$ cat src/rtl/sysctrl_pkg.sv
// Shared definitions for the MCU-link system-control target: command codes,
// identification bytes and the command FSM state type.
package sysctrl_pkg;

  localparam logic [7:0] CMD_ID      = 8'h01;
  localparam logic [7:0] CMD_LEDS    = 8'h02;
  localparam logic [7:0] CMD_BUTTONS = 8'h03;
  localparam logic [7:0] CMD_CFG_WR  = 8'h04;
  localparam logic [7:0] CMD_CFG_RD  = 8'h05;
  localparam logic [7:0] CMD_INT_ACK = 8'h06;
  localparam logic [7:0] CMD_RTC     = 8'h07;

  localparam logic [7:0] ID_BYTE0 = 8'h5C;
  localparam logic [7:0] ID_BYTE1 = 8'h42;

  typedef enum logic [1:0] {
    S_IDLE    = 2'd0,
    S_CMD     = 2'd1,
    S_PAYLOAD = 2'd2
  } state_e;

endpackage

$ cat src/rtl/sysctrl.sv
// System-control target: decodes MCU command bytes into config/LED/button registers,
// interrupt pending/ack and ID replies. Optional RTC command under SYSCTRL_RTC_EN.
module sysctrl
  import sysctrl_pkg::*;
#(
  parameter logic [7:0] CORE_ID  = 8'h01,
  parameter int         CFG_REGS = 16
) (
  input  logic                  clk,
  input  logic                  reset,
  input  logic                  data_in_strobe,
  input  logic                  data_in_start,
  input  logic [7:0]            data_in,
  output logic [7:0]            data_out,
  input  logic [7:0]            int_in,
  output logic                  int_out,
  output logic [8*CFG_REGS-1:0] cfg_out,
  output logic [7:0]            buttons,
  output logic [7:0]            leds
`ifdef SYSCTRL_RTC_EN
  ,
  output logic [63:0]           rtc_out,
  output logic                  rtc_strobe
`endif
);

  localparam int IW = (CFG_REGS > 1) ? $clog2(CFG_REGS) : 1;

  state_e                       state_q, state_d;
  logic [7:0]                   cmd_q, cmd_d;
  logic [7:0]                   byte_cnt_q, byte_cnt_d;
  logic [IW-1:0]                idx_q, idx_d;
  logic [CFG_REGS-1:0][7:0]     cfg_q, cfg_d;
  logic [7:0]                   data_out_q, data_out_d;
  logic [7:0]                   int_pending_q, int_pending_d;
  logic                         int_out_q, int_out_d;
  logic [7:0]                   buttons_q, buttons_d;
  logic [7:0]                   leds_q, leds_d;
`ifdef SYSCTRL_RTC_EN
  logic [55:0]                  rtc_buf_q, rtc_buf_d;
  logic [63:0]                  rtc_out_q, rtc_out_d;
  logic                         rtc_strobe_q, rtc_strobe_d;
`endif

  always_comb begin
    state_d       = state_q;
    cmd_d         = cmd_q;
    byte_cnt_d    = byte_cnt_q;
    idx_d         = idx_q;
    cfg_d         = cfg_q;
    data_out_d    = data_out_q;
    int_pending_d = int_pending_q | int_in;
    buttons_d     = buttons_q;
    leds_d        = leds_q;
`ifdef SYSCTRL_RTC_EN
    rtc_buf_d     = rtc_buf_q;
    rtc_out_d     = rtc_out_q;
    rtc_strobe_d  = 1'b0;
`endif
    if (data_in_strobe) begin
      if (data_in_start) begin
        state_d    = S_CMD;
        cmd_d      = data_in;
        byte_cnt_d = 8'd0;
        data_out_d = 8'h00;
        case (data_in)
          CMD_ID:      data_out_d = ID_BYTE0;
          // Clear and snapshot in one cycle; a source firing now survives the clear.
          CMD_INT_ACK: begin
            data_out_d    = int_pending_q;
            int_pending_d = int_in;
          end
          default: ;
        endcase
      end else if (state_q == S_IDLE) begin
        data_out_d = 8'h00;
      end else begin
        state_d    = S_PAYLOAD;
        data_out_d = 8'h00;
        if (byte_cnt_q != 8'hFF) byte_cnt_d = byte_cnt_q + 8'd1;
        case (cmd_q)
          CMD_ID: begin
            if (byte_cnt_q == 8'd0)      data_out_d = ID_BYTE1;
            else if (byte_cnt_q == 8'd1) data_out_d = CORE_ID;
          end
          CMD_LEDS:    if (byte_cnt_q == 8'd0) leds_d = data_in;
          CMD_BUTTONS: if (byte_cnt_q == 8'd0) buttons_d = data_in;
          CMD_CFG_WR: begin
            if (byte_cnt_q == 8'd0) idx_d = data_in[IW-1:0];
            else begin
              cfg_d[idx_q] = data_in;
              idx_d        = IW'(idx_q + 1'b1);
            end
          end
          CMD_CFG_RD: begin
            if (byte_cnt_q == 8'd0) idx_d = data_in[IW-1:0];
            else begin
              data_out_d = cfg_q[idx_q];
              idx_d      = IW'(idx_q + 1'b1);
            end
          end
`ifdef SYSCTRL_RTC_EN
          // Bytes collect in a shadow so a partial transfer never disturbs rtc_out.
          CMD_RTC: begin
            if (byte_cnt_q < 8'd7)
              rtc_buf_d[{byte_cnt_q[2:0], 3'b000} +: 8] = data_in;
            else if (byte_cnt_q == 8'd7) begin
              rtc_out_d    = {data_in, rtc_buf_q};
              rtc_strobe_d = 1'b1;
            end
          end
`endif
          default: ;
        endcase
      end
    end
    int_out_d = |int_pending_d;
  end

  always_ff @(posedge clk) begin
    if (reset) begin
      state_q       <= S_IDLE;
      cmd_q         <= 8'h00;
      byte_cnt_q    <= 8'd0;
      idx_q         <= '0;
      cfg_q         <= '0;
      data_out_q    <= 8'h00;
      int_pending_q <= 8'h00;
      int_out_q     <= 1'b0;
      buttons_q     <= 8'h00;
      leds_q        <= 8'h00;
`ifdef SYSCTRL_RTC_EN
      rtc_buf_q     <= '0;
      rtc_out_q     <= '0;
      rtc_strobe_q  <= 1'b0;
`endif
    end else begin
      state_q       <= state_d;
      cmd_q         <= cmd_d;
      byte_cnt_q    <= byte_cnt_d;
      idx_q         <= idx_d;
      cfg_q         <= cfg_d;
      data_out_q    <= data_out_d;
      int_pending_q <= int_pending_d;
      int_out_q     <= int_out_d;
      buttons_q     <= buttons_d;
      leds_q        <= leds_d;
`ifdef SYSCTRL_RTC_EN
      rtc_buf_q     <= rtc_buf_d;
      rtc_out_q     <= rtc_out_d;
      rtc_strobe_q  <= rtc_strobe_d;
`endif
    end
  end

  assign data_out = data_out_q;
  assign int_out  = int_out_q;
  assign cfg_out  = cfg_q;
  assign buttons  = buttons_q;
  assign leds     = leds_q;
`ifdef SYSCTRL_RTC_EN
  assign rtc_out    = rtc_out_q;
  assign rtc_strobe = rtc_strobe_q;
`endif

endmodule

$ cat config.mk
export PLATFORM = sky130hd
export DESIGN_NAME = sysctrl
export DESIGN_NICKNAME = d
export VERILOG_FILES = /design/src/rtl/sysctrl_pkg.sv /design/src/rtl/sysctrl.sv
export SDC_FILE = /design/constraint.sdc
export NUM_CORES = 1
export LEC_CHECK = 0
export CORE_MARGIN = 2
export CORE_UTILIZATION = 46
export CTS_CLUSTER_SIZE = 8
export DETAILED_ROUTE_END_ITERATION = 7
export HOLD_SLACK_MARGIN = 0.08
export PLACE_DENSITY = 0.78
export SYNTH_ARGS = -nofsm -noshare
export SYNTH_HDL_FRONTEND = slang
export SYNTH_SLANG_ARGS = --single-unit
$ cat constraint.sdc
create_clock -name clk -period 2.19 [get_ports clk]
set_input_delay 0.3285 -clock clk [delete_from_list [all_inputs] [get_ports clk]]
set_output_delay 0.3285 -clock clk [all_outputs]
set_load 0.01 [all_outputs]
==> results by group, run 1 <==
STA
  • Final Setup Violations: 72
  • Setup Skew: 0.00921 ns
  • Worst setup margin: -0.121 ns
  • Minimum clock period: 2.31 ns
  • Fin Setup TNS: -2.06 ns
  • Hold Slack: 0.213 ns
  • Slew Limit Fails: 0
  • Worst-Margin Slew: 0.696 ns
  • Relative slew margins: 53.5%
  • Final hold violation count: 0
  • F_max: 433 MHz
  • Fin crit share: 106%
  • RSZ-0062 raised after global routing: yes

Logic synthesis
  • Top FF cell, synth: dfxtp_1
  • Asr flop ratio synth: 0%
  • Syn nets: 835
  • Synth warn: 0
  • Synth Area in XOR/XNOR: 0.633%
  • Adder-Cell Fraction of Synth Area: 1.05%
  • Synth area leader: dfxtp_1
  • Post-synth EDFFs: 0
  • Complex-gate fraction of the synthesized area: 5.09%
  • Yosys top cell area share: 44.1%
  • Count of cell types in the netlist: 52
  • Mapped Area: 8300 sq um
  • Mux cell area share after synthesis: 26.7%
  • Syn_area_per_cell: 10.3 sq um
  • Flop and latch count out of synthesis: 183
  • Simple-gate portion of the synthesized area: 19.2%
  • Register area share after synthesis: 44.1%
  • Synth top area cells: dfxtp_1 (44%), mux2i_1 (18%), mux4_2 (8.7%)
  • Main combinational cell family by area after synthesis: multiplexers
  • Cells after synthesis: 808

Worst setup path
  • Reg2Reg Setup Slack: -0.12 ns
  • Required time worst endpoint: 2.50 ns
  • Max FO, Critical Path: 8
  • CP endpoint kind: flop
  • CP Launch Type: flop
  • Crit Path Class: flop to flop
  • CP Data Arrival Time: 2.62 ns

Global route
  • First-pass GRT wire length: 38.3 mm
  • Gr usage total: 25.2%
  • Gr ovfl total: 0
  • Antenna violations before repair: 0
  • Vias in the first global route: 6943
  • Pin count of the biggest net entering global routing: 87

Status
  • Failing checks: setup timing
  • Outcome: complete, but fails checks

Clock tree
  • Root buffer cell: clkbuf_16
  • Hold_buf cts: 0
  • Clk slew on worst S/H paths: 0.07 ns
  • Cts bufs inserted: 17
  • H-tree levels: 4
  • CTS tree: done
  • Clock Latency Late Sink: 0.44 ns
  • Num Clock Sinks: 183
  • CTS Buffer Depth: 2

Floorplanning
  • Die Height: 138 microns
  • Initial Utilization: 46.5%
  • Core area: 17800 sq um
  • DIE AREA: 19100 sq um
  • Die width: 138 microns
  • Total number of placement rows: 49
  • Boundary pin count: 173

Routing
  • DR vias: 6986
  • Residual DRC count: 0
  • DR pass1 iterations: 7
  • Vias per cell: 5.60
  • WL final: 24.5 mm
  • WL/cell: 19.6 microns
  • DR iter-0 viols: 516
  • Routed Antenna Nets: 0

Power and ir drop
  • Leakage: 5.03 nW
  • Power Total: 6.62 mW
  • PwrDens: 580 nW/um^2
  • Maximum vdd drop: 0.000564 V

Placed design
  • Placed wire-length estimate: 16.8 mm
  • Routability cong.: 0.847
  • Port Buffers: 172

Cells and area
  • P&R area growth vs syn: 37.6%
  • Nets: 1032
  • Number of diodes: 0
  • Share of cells above drive strength 1: 17.0%

Flow run
  • Max capacitance violation total: 0

Min path
  • Worst Hold Class: input port to flop
==> routing by layer <==
layer  track usage, %  routed length, microns
met2             41.1                   11800
met4             9.18                     527
met5                0                       0
met1             33.1                   10500
met3             5.65                    1590
==> worst paths after layout <==
kind / startpoint / end / depth (start not counted)
max: cmd_q[3]$_SDFFE_PP0P_ / leds[1]$_SDFFE_PP0P_ / 6
min: reset / idx_q[0]$_SDFFE_PP0P_ / 2
max reg2reg: cmd_q[3]$_SDFFE_PP0P_ / leds[1]$_SDFFE_PP0P_ / 6
min reg2reg: state_q[1]$_SDFFE_PP0P_ / state_q[1]$_SDFFE_PP0P_ / 2
==> cell usage in the layout (no fill, tap or decap), types with 3 or more instances in the layout <==
cell,count
xnor2_1,6
mux2i_2,4
a31oi_1,4
nor2_1,165
a21oi_1,25
mux2i_1,144
clkinvlp_4,5
or4_4,3
inv_1,6
nand4_4,15
ha_1,7
nand2b_1,3
and2_1,15
inv_6,4
clkbuf_8,3
buf_12,9
a21o_1,4
clkbuf_16,17
nor3_1,3
clkdlybuf4s50_1,171
buf_6,13
and3_1,12
nor4_1,6
o22ai_1,5
nand2_1,35
a211oi_1,7
buf_4,42
nand3_1,12
dfxtp_1,178
dfxtp_2,5
mux4_2,32
o21ai_0,3
a22oi_1,10
==> critical path: stages, from the launching register on <==
cell and delay [ns]:
dfxtp_2 0.32, or4_4 0.55, or4_4 0.53, nor4b_4 0.32, buf_6 0.20, mux2i_1 0.21
nor2_1 0.07
==> report_power, final <==
| group | switching [mW] | leakage, nW | internal [mW] |
|---|---|---|---|
| registers | 0.0161 | 1.48 | 3.35 |
| logic | 0.220 | 3.29 | 0.125 |
| clock network | 1.35 | 0.265 | 1.56 |
| total | 1.59 | 5.03 | 5.04 |
==> sequential cells by signal, indices dropped and copies added (netlist names), 4 cells and up <==
name	count
buttons	8
byte_cnt_q	8
cfg_out	128
cmd_q	8
data_out	8
idx_q	4
int_pending_q	8
leds	8
==> what timing repair did <==
action	4_1_cts	5_1_grt
endpoints found under the setup margin	149	153
pin swaps	1	11
gates resized for setup	23	16
buffers inserted	0	1
==> kinds of logic after synthesis <==
kind of cell               count (synthesis)
AOI/OAI and AO/OA                         67
xor gates and xnor gates                   6
adders and majority gates                  7
buffers and inverters                     66
DFF                                      183
muxes                                    181
and+or+nand+nor                          298
==> metrics by stage <==
stage / setup WS (ns) / cell area (sq um) / instances / util (%)
final: -0.121 / 11400 / 1247 / 64.0
after global routing: -0.170 / 11400 / 1247 / 64.0
after CTS: -0.104 / 11300 / 1246 / 63.5
after detailed placement: -0.243 / 10700 / 1214 / 59.8
after global placement: -0.163 / 10700 / 1214 / 59.8
after floorplan: 0.0126 / 8310 / 808 / -
==> synthesized netlist by cell type, types with 2 or more instances <==
| cell | count |
|---|---|
| a22oi_1 | 10 |
| nor3b_1 | 2 |
| mux4_2 | 32 |
| nor2_1 | 166 |
| nand2b_1 | 3 |
| o22ai_1 | 5 |
| dfxtp_1 | 183 |
| and2_1 | 15 |
| a31oi_1 | 5 |
| nand4_2 | 7 |
| nand4_1 | 2 |
| nand4_4 | 10 |
| mux2i_1 | 148 |
| a21oi_1 | 25 |
| buf_1 | 9 |
| nand3b_1 | 2 |
| ha_1 | 7 |
| nor2b_1 | 2 |
| nor4_2 | 2 |
| inv_1 | 6 |
| a211oi_1 | 7 |
| xnor2_1 | 6 |
| a21boi_0 | 2 |
| or4_1 | 5 |
| and3_1 | 12 |
| clkinv_1 | 2 |
| clkbuf_1 | 39 |
| nor3_1 | 3 |
| nand3_1 | 12 |
| nor4_1 | 7 |
| or4b_1 | 2 |
| nand2_1 | 36 |
| o21ai_0 | 3 |
| a21o_1 | 4 |
| or3_1 | 3 |
| buf_2 | 8 |
==> final cells by class <==
type / instances / area, sq um
multi-input combinational: 559 / 4510
tap: 229 / 287
fill: 1372 / 6410
clock inverter: 11 / 90.1
inverter: 8 / 33.8
clock buffer: 21 / 470
timing repair buffer: 236 / 2370
sequential: 183 / 3670
(Power assumes the default switching activity.)
==> run 2, diff against run 1 <==
==> constraint.sdc (replaced) <==
create_clock -name clk -period 2.19 [get_ports clk]
set_input_delay 0.5475 -clock clk [delete_from_list [all_inputs] [get_ports clk]]
set_output_delay 0.5475 -clock clk [all_outputs]
set_load 0.01 [all_outputs]
==> results by group, run 2 (synthesis results as in run 1) <==
Worst setup path
  • Reg2Reg Setup Slack: -0.06 ns
  • Critical Path, Cell by Cell: or4_4, buf_4, nor4_4, buf_6, buf_4, nand3b_4, or3_1, a31oi_1
  • Crit Path Class: flop to flop
  • R2r worst-path depth: 8
  • CP endpoint kind: flop
  • RR Startpoint: cmd_q[3]$_SDFFE_PP0P_
  • Required time worst endpoint: 2.53 ns
  • Top delay family on crit path: simple AND/OR/NAND/NOR gates
  • Critical-path top delay cell: or4_4
  • CP most frequent cell: buf_4
  • Reg-to-reg endpoint: idx_q[0]$_SDFFE_PP0P_
  • CP Launch Type: flop
  • Buf/Inv on CP: 3
  • CP Data Arrival Time: 2.59 ns
  • CP max stage delay: 0.54 ns
  • Max FO, Critical Path: 8

Clock tree
  • Num Clock Sinks: 183
  • Clock Latency Late Sink: 0.43 ns
  • Root buffer cell: clkbuf_16
  • Cts bufs inserted: 17
  • CTS tree: done
  • CTS Buffer Depth: 2
  • Clk slew on worst S/H paths: 0.07 ns
  • H-tree levels: 4

Power and ir drop
  • PwrDens: 600 nW/um^2
  • Leakage: 5.14 nW
  • Maximum vdd drop: 0.000547 V
  • Power Total: 6.92 mW

Global route
  • First-pass GRT wire length: 38.5 mm
  • Gr usage total: 25.4%
  • Gr ovfl total: 0
  • Vias in the first global route: 6950
  • Pin count of the biggest net entering global routing: 81
  • Antenna violations before repair: 0

STA
  • Slew Limit Fails: 0
  • Final Setup Violations: 43
  • Worst setup margin: -0.0621 ns
  • Minimum clock period: 2.25 ns
  • Worst-Margin Slew: 0.667 ns
  • Setup Skew: 0.0165 ns
  • F_max: 444 MHz
  • Fin crit share: 103%
  • Final hold violation count: 0
  • Relative slew margins: 55.4%
  • Hold Slack: 0.468 ns
  • RSZ-0062 raised after global routing: yes

Placed design
  • Pre-CTS WS: -0.382 ns
  • Routability cong.: 0.900
  • Placed insts: 1222
  • Total placed instance area: 10700 sq um
  • Port Buffers: 172
  • Placed wire-length estimate: 17.0 mm

Min path
  • Hold Path Depth: 2
  • Hold_sp: state_q[0]$_SDFFE_PP0P_
  • WHS Endpoint: state_q[0]$_SDFFE_PP0P_
  • Worst Hold Class: flop to flop

Flow run
  • Max capacitance violation total: 0

Routing
  • DR iter-0 viols: 502
  • DR pass1 iterations: 5
  • DR vias: 7105
  • Residual DRC count: 0
  • WL final: 25.1 mm
  • WL/cell: 19.9 microns
  • Routed Antenna Nets: 0
  • Vias per cell: 5.65

Cells and area
  • Share of cells above drive strength 1: 17.2%
  • Commonest cells after routing, fill and taps aside: dfxtp_1 (179), clkdlybuf4s50_1 (171), nor2_1 (165)
  • Fin area: 11500 sq um
  • Most common cell after layout, fill and taps aside: dfxtp_1
  • Layout Cells excl Fill: 1257
  • Number of diodes: 0
  • P&R area growth vs syn: 39.0%
  • Nets: 1043
  • Largest register FFs: 128

Floorplanning
  • DIE AREA: 19100 sq um
  • Total number of placement rows: 49
  • Initial Utilization: 46.5%
  • Die width: 138 microns
  • Die Height: 138 microns
  • Boundary pin count: 173
  • Core area: 17800 sq um

Status
  • Outcome: complete, but fails checks
  • Failing checks: setup timing
[run 2: cell types whose count changed in the layout (fill, tap and decap cells not counted), sizes merged]
cell | previous run | this run
buf | 65 | 76
bufinv | 0 | 3
clkinv | 3 | 6
clkinvlp | 5 | 2
clkbuf | 21 | 19
inv | 11 | 9
[run 2: power breakdown]
part	internal, mW	total (mW)	switching, mW	leakage [nW]
Combinational	0.128	0.351	0.223	3.36
Clock	1.87	3.21	1.34	0.301
Sequential	3.35	3.36	0.0151	1.48
[run 2: worst max path at each step]
stage                     cells after the start             startpoint  slack (ns)                       end
after floorplan                               6  cmd_q[3]$_SDFFE_PP0P_        0.01      leds[0]$_SDFFE_PP0P_
after global placement                        9         data_in_strobe       -0.32  cfg_out[87]$_SDFFE_PP0P_
after detailed placement                      9         data_in_strobe       -0.38  cfg_out[66]$_SDFFE_PP0P_
after CTS                                     8  cmd_q[3]$_SDFFE_PP0P_       -0.06  cfg_out[74]$_SDFFE_PP0P_
after global routing                          8  cmd_q[3]$_SDFFE_PP0P_       -0.12  cfg_out[74]$_SDFFE_PP0P_
final                                         8  cmd_q[3]$_SDFFE_PP0P_       -0.06     idx_q[0]$_SDFFE_PP0P_
[run 2: per-stage QoR]
step                setup TNS [ns]  util, %
global route                 -8.55     64.7
detailed placement          -50.71     60.1
floorplan                        0        -
global placement            -45.01     60.1
finish                       -1.12     64.7
CTS                          -2.16     64.1
[run 2: cell type report]
class / count / area (sq um)
clock buffers: 19 / 453
clock inverters: 12 / 168
multi-input cells: 559 / 4480
fillers: 1389 / 6290
repair buffers: 247 / 2450
inverters: 8 / 33.8
well taps: 229 / 287
flip-flops and latches: 183 / 3670
[run 2: layer usage]
layer,global-route usage (%),wire length [microns],up-vias
li1,-,-,3278
met1,32.8,10600,3516
met2,41.9,12200,271
met3,6.20,1670,40
met4,8.59,554,0
met5,0,0,-
[run 2: repair_timing]
item | in CTS | in global routing
setup buffers | 2 | 2
hold endpoints to repair | 0 | 0
gates resized for setup | 20 | 15
pin swaps | 3 | 3
hold buffers | 0 | 0
setup endpoints to repair | 150 | 153
[run 2: tightest hold or removal path: stages (launching register included)]
cell	delay (ns)
dfxtp_1	0.31
nand2_1	0.06
a21oi_1	0.06
